### src/rtl/rbz_spi_master.sv
// SPI mode 0 register-frame feeder for the raycaster register port.
// Optionally holds each frame until the next vertical-blank rising edge.
module rbz_spi_master #(
  parameter int DATA_W = 80,
  parameter int DIV    = 2,
  parameter int GAP    = 2
) (
  input  logic              clk,
  input  logic              reset,
  input  logic              i_valid,
  output logic              o_ready,
  input  logic [6:0]        i_len,
  input  logic [DATA_W-1:0] i_data,
  input  logic              i_sync_vblank,
  input  logic              i_vblank,
  output logic              o_ss_n,
  output logic              o_sclk,
  output logic              o_mosi,
  output logic              o_busy,
  output logic              o_done
);

  localparam int CW = $clog2(DATA_W + 1);
  localparam int LW = (CW > 7) ? CW : 7;
  localparam int DW = (DIV > 1) ? $clog2(DIV) : 1;
  localparam int GW = (GAP > 1) ? $clog2(GAP) : 1;

  typedef enum logic [2:0] {
    IDLE,
    WAITV,
    SHIFT_LO,
    SHIFT_HI,
    TAIL,
    GAPW
  } state_e;

  state_e            state_q, state_d;
  logic [DATA_W-1:0] sreg_q, sreg_d;
  logic [CW-1:0]     bits_q, bits_d;
  logic [DW-1:0]     div_q, div_d;
  logic [GW-1:0]     gap_q, gap_d;
  logic              vb_prev_q, vb_prev_d;
  logic              ss_n_q, ss_n_d;
  logic              sclk_q, sclk_d;
  logic              mosi_q, mosi_d;
  logic              busy_q, busy_d;
  logic              done_q, done_d;

  logic [LW-1:0]     len_w;
  logic [LW-1:0]     len_c;
  logic [DATA_W-1:0] shifted;
  logic              div_end;
  logic              gap_end;
  logic              vb_rise;

  assign len_w   = LW'(i_len);
  assign len_c   = (len_w > LW'(DATA_W)) ? LW'(DATA_W) : len_w;
  assign shifted = sreg_q << 1;
  assign div_end = (div_q == DW'(DIV - 1));
  assign gap_end = (gap_q == GW'(GAP - 1));
  assign vb_rise = i_vblank && !vb_prev_q;

  always_comb begin
    state_d   = state_q;
    sreg_d    = sreg_q;
    bits_d    = bits_q;
    div_d     = div_q;
    gap_d     = gap_q;
    vb_prev_d = i_vblank;
    ss_n_d    = ss_n_q;
    sclk_d    = sclk_q;
    mosi_d    = mosi_q;
    busy_d    = busy_q;
    done_d    = 1'b0;

    unique case (state_q)
      IDLE: begin
        busy_d = 1'b0;
        if (i_valid) begin
          busy_d = 1'b1;
          if (len_c == '0) begin
            done_d = 1'b1;
          end else begin
            sreg_d = i_data;
            bits_d = CW'(len_c);
            div_d  = '0;
            if (i_sync_vblank) begin
              state_d = WAITV;
            end else begin
              state_d = SHIFT_LO;
              ss_n_d  = 1'b0;
              mosi_d  = i_data[DATA_W-1];
            end
          end
        end
      end

      WAITV: begin
        // vblank already high at accept must fall and rise again
        if (vb_rise) begin
          state_d = SHIFT_LO;
          ss_n_d  = 1'b0;
          mosi_d  = sreg_q[DATA_W-1];
          div_d   = '0;
        end
      end

      SHIFT_LO: begin
        if (div_end) begin
          div_d   = '0;
          sclk_d  = 1'b1;
          state_d = SHIFT_HI;
        end else begin
          div_d = div_q + 1'b1;
        end
      end

      SHIFT_HI: begin
        if (div_end) begin
          div_d  = '0;
          sclk_d = 1'b0;
          sreg_d = shifted;
          bits_d = bits_q - 1'b1;
          if (bits_q > CW'(1)) begin
            state_d = SHIFT_LO;
            mosi_d  = shifted[DATA_W-1];
          end else begin
            state_d = TAIL;
          end
        end else begin
          div_d = div_q + 1'b1;
        end
      end

      TAIL: begin
        if (div_end) begin
          div_d  = '0;
          gap_d  = '0;
          ss_n_d = 1'b1;
          mosi_d = 1'b0;
          if (GAP == 0) begin
            state_d = IDLE;
            done_d  = 1'b1;
          end else begin
            state_d = GAPW;
          end
        end else begin
          div_d = div_q + 1'b1;
        end
      end

      GAPW: begin
        if (gap_end) begin
          state_d = IDLE;
          done_d  = 1'b1;
        end else begin
          gap_d = gap_q + 1'b1;
        end
      end

      default: begin
        state_d = IDLE;
        ss_n_d  = 1'b1;
        sclk_d  = 1'b0;
        mosi_d  = 1'b0;
      end
    endcase
  end

  always_ff @(posedge clk) begin
    if (reset) begin
      state_q   <= IDLE;
      sreg_q    <= '0;
      bits_q    <= '0;
      div_q     <= '0;
      gap_q     <= '0;
      vb_prev_q <= 1'b0;
      ss_n_q    <= 1'b1;
      sclk_q    <= 1'b0;
      mosi_q    <= 1'b0;
      busy_q    <= 1'b0;
      done_q    <= 1'b0;
    end else begin
      state_q   <= state_d;
      sreg_q    <= sreg_d;
      bits_q    <= bits_d;
      div_q     <= div_d;
      gap_q     <= gap_d;
      vb_prev_q <= vb_prev_d;
      ss_n_q    <= ss_n_d;
      sclk_q    <= sclk_d;
      mosi_q    <= mosi_d;
      busy_q    <= busy_d;
      done_q    <= done_d;
    end
  end

  assign o_ready = (state_q == IDLE) && !reset;
  assign o_ss_n  = ss_n_q;
  assign o_sclk  = sclk_q;
  assign o_mosi  = mosi_q;
  assign o_busy  = busy_q;
  assign o_done  = done_q;

endmodule

### config.mk
export PLATFORM = sky130hd
export DESIGN_NAME = rbz_spi_master
export DESIGN_NICKNAME = d
export VERILOG_FILES = /design/src/rtl/rbz_spi_master.sv
export SDC_FILE = /design/constraint.sdc
export NUM_CORES = 1
export LEC_CHECK = 0
export ABC_AREA = 0
export CAP_MARGIN = 20
export CELL_PAD_IN_SITES_DETAIL_PLACEMENT = 2
export CELL_PAD_IN_SITES_GLOBAL_PLACEMENT = 2
export CORE_ASPECT_RATIO = 1.25
export CORE_UTILIZATION = 27
export CTS_CLUSTER_DIAMETER = 30
export CTS_CLUSTER_SIZE = 24
export DETAILED_ROUTE_END_ITERATION = 7
export GPL_ROUTABILITY_DRIVEN = 0
export MAX_ROUTING_LAYER = met4
export PLACE_DENSITY = 0.88
export SYNTH_ARGS = -nofsm -noshare
export SYNTH_HDL_FRONTEND = slang
export SYNTH_SLANG_ARGS = --single-unit
### constraint.sdc
create_clock -name clk -period 1.89 [get_ports clk]
set_clock_uncertainty 0.05 [all_clocks]
set_input_delay 0.2835 -clock clk [delete_from_list [all_inputs] [get_ports clk]]
set_output_delay 0.2835 -clock clk [all_outputs]
set_load 0.01 [all_outputs]
==> results.sh <==
export IMPL_cap_viol_max_count=0
export IMPL_synth_ff_type="dfxtp_1"
export IMPL_regToRegSetupSlack_ns=-0.12
export IMPL_post_place_ws_ns=-0.5605
export IMPL_critical_path_class="reg2reg"
export IMPL_worst_hold_startpoint="i_len[0]"
export IMPL_p_leak_nw=2.690
export IMPL_grt_max_degree=100
export IMPL_stdcell_area_um2=7003
export IMPL_drt_pre_antenna_iters=4
export IMPL_crit_path_cell_trace="and2_4, a211oi_4, o21a_4, buf_6, buf_8, nor2_1, a311oi_2"
export IMPL_p_per_area_nw_per_um2=1612
export IMPL_first_global_vias=5352
export IMPL_totalWireLength_mm=19.92
export IMPL_status="finished, violations left"
export IMPL_cts_sinks=98
export IMPL_layout_commonest_cell="nand2_1"
export IMPL_drt_iter0_markers=235
export IMPL_layout_cells_non_filler=949
export IMPL_hold_slack_ns=0.3676
export IMPL_min_path_type="in2reg"
export IMPL_ys_types=42
export IMPL_violations="negative setup slack"
export IMPL_cts_buffers=9
export IMPL_htree_levels=3
export IMPL_max_stage_delay_ns=0.39
export IMPL_wl_met1_mm=7.941
export IMPL_rows=54
export IMPL_dpl_cell_area_um2=6175
export IMPL_start_util_pct=27.56
export IMPL_cts_tree="done"
export IMPL_wl_met2_mm=10.83
export IMPL_hold_viol=0
export IMPL_core_area_um2=17430
export IMPL_post_dp_hpwl_mm=11.72
export IMPL_crit_buf_inv=2
export IMPL_hold_buffers=0
export IMPL_detail_route_antenna_nets=0
export IMPL_endpoint_kind="register"
export IMPL_top_layer="met4"
export IMPL_die_w_um=121.3
export IMPL_setup_violations=14
export IMPL_r2r_cells=7
export IMPL_tightest_slew_ns=0.5966
export IMPL_peakVddDrop_mv=0.5253
export IMPL_worst_slack_ns=-0.1155
export IMPL_antenna_cells=0
export IMPL_power_total_mw=11.29
export IMPL_antenna_found_initial=0
export IMPL_placed_cells_incl_taps=906
export IMPL_vias=4978
export IMPL_post_drt_via_cell_ratio=5.246
export IMPL_dieArea_um2=18330
export IMPL_root_buffer="clkbuf_16"
export IMPL_route_met3_wl_um=571
export IMPL_syn_instance_count=596
export IMPL_post_route_drc_count=0
export IMPL_grt_overflow_total=0
export IMPL_final_cell_mix="nand2_1, dfxtp_1, nor2_1"
export IMPL_synth_area_per_cell_um2=8.059
export IMPL_crit_fanout=6
export IMPL_ys_seq_area_share_pct=40.84
export IMPL_fin_util_pct=40.17
export IMPL_ys_ff_latch=98
export IMPL_critPathLaunchType="register"
export IMPL_num_io_pins=98
export IMPL_holdPathStages=4
export IMPL_grt_use_total_pct=19.80
export IMPL_finalSetupTns_ns=-0.6361
export IMPL_min_period_ns=2.005
export IMPL_fillers=1951
export IMPL_max_slew_margin_rel_pct=60.23
export IMPL_grt_pass1_wl_mm=27.46
export IMPL_netlist_area_um2=4803
export IMPL_port_buffers=97
export IMPL_clock_latency_ns=0.36
export IMPL_cp_depth=7
export IMPL_drive_gt1_share_pct=21.93
export IMPL_cp_required_ns=2.09
export IMPL_reg2reg_from="state_q[1]"
export IMPL_nets=814
export IMPL_rr_endpoint="sreg_q[22]"
export IMPL_yosysWarningCount=0
export IMPL_drv_slew=0
export IMPL_synthesis_nets=690
export IMPL_cts_path_max_buffers=2
export IMPL_clk_pin_slew_worst_paths_ns=0.07
export IMPL_max_freq_mhz=498.6
export IMPL_cpLargestDelayFamily="compound AO/OA/AOI/OAI gates"
export IMPL_area_growth_pct=45.79
export IMPL_die_height_um=151.1
export IMPL_synthArstFlopShare_pct=0
export IMPL_critPathSlowestCell="dfxtp_4"
export IMPL_cp_data_arrival_time_ns=2.20
export IMPL_routedWlPerCell_um=20.99
export IMPL_synth_edf_count=0
export IMPL_post_route_period_util_pct=106.1
export IMPL_rsz0062_at_grt="true"
export IMPL_crit_end="sreg_q[22]"
export IMPL_critPathLaunch="state_q[1]"
repair_timing:
action	CTS	global route
setup buffers	4	16
pin swaps	12	16
cloned	0	7
gates resized for setup	21	52
setup endpoints to repair	90	86
report_power, final:
part	switching, mW	total, mW	internal, mW
Sequential	0.545	3.38	2.83
Clock	0.886	2.18	1.29
Combinational	3.10	5.73	2.64
Total	4.53	11.3	6.76
how the worst min path moves through the flow:
| stage | end | slack [ns] |
|---|---|---|
| global route | bits_q[0] | 0.36 |
| floorplan | vb_prev_q | 0.36 |
| detailed placement | sreg_q[0] | 0.41 |
| finish | bits_q[0] | 0.37 |
| CTS | sreg_q[0] | 0.42 |
| global placement | sreg_q[0] | 0.41 |
per-layer routing:
metal  track usage, %  vias up
met3            2.334       41
met2            36.22       99
met4            10.06        0
li1                 -     2350
met1            20.81     2488
met5                -        -
cell families after synthesis:
| group | synth area share (%) |
|---|---|
| flops | 40.84 |
| fa+ha+maj | 0.5209 |
| buf+inv | 6.851 |
| xor+xnor | 0.1824 |
| simple gates | 24.80 |
| mux | 1.094 |
| compound gates | 25.71 |
cell type report:
cell class	count	area, um2	area share, %
clock inverters	7	117.6	1.679
flip-flops and latches	98	1974	28.19
inverters	8	31.28	0.4467
repair buffers	167	1700	24.28
multi-input cells	436	2674	38.18
clock buffers	9	225.2	3.216
well taps	224	280.3	4.002
cells in the mapped netlist (all sizes together), types with 3 or more instances:
cell type | instances | area share, %
a211oi | 6 | 1.0
a21oi | 17 | 1.8
a311oi | 80 | 19
buf | 26 | 4.0
clkbuf | 29 | 2.3
dfxtp | 98 | 41
inv | 7 | 0.55
mux2i | 3 | 0.63
nand2 | 171 | 13
nand3 | 4 | 0.42
nand4 | 4 | 0.52
nor2 | 96 | 7.5
nor2b | 3 | 0.39
nor3 | 9 | 0.94
o21ai | 14 | 1.5
or4 | 3 | 0.47
worst reg2reg max path: stages (launching register included):
cell      delay (ns)
dfxtp_4         0.39
and2_4          0.19
a211oi_4        0.36
o21a_4          0.28
buf_6           0.15
buf_8           0.11
nor2_1          0.06
a311oi_2        0.31
flip-flops by register name, summed over array words and instances (netlist names):
| register | flops |
|---|---|
| div_end | 1 |
| gap_end | 1 |
| o_mosi | 1 |
| o_ss_n | 1 |
| sreg_q | 80 |
| state_q | 3 |
| bits_q | 7 |
| o_done | 1 |
| o_sclk | 1 |
| o_busy | 1 |
| vb_prev_q | 1 |
Note: power is estimated with default switching activity, not from simulation.
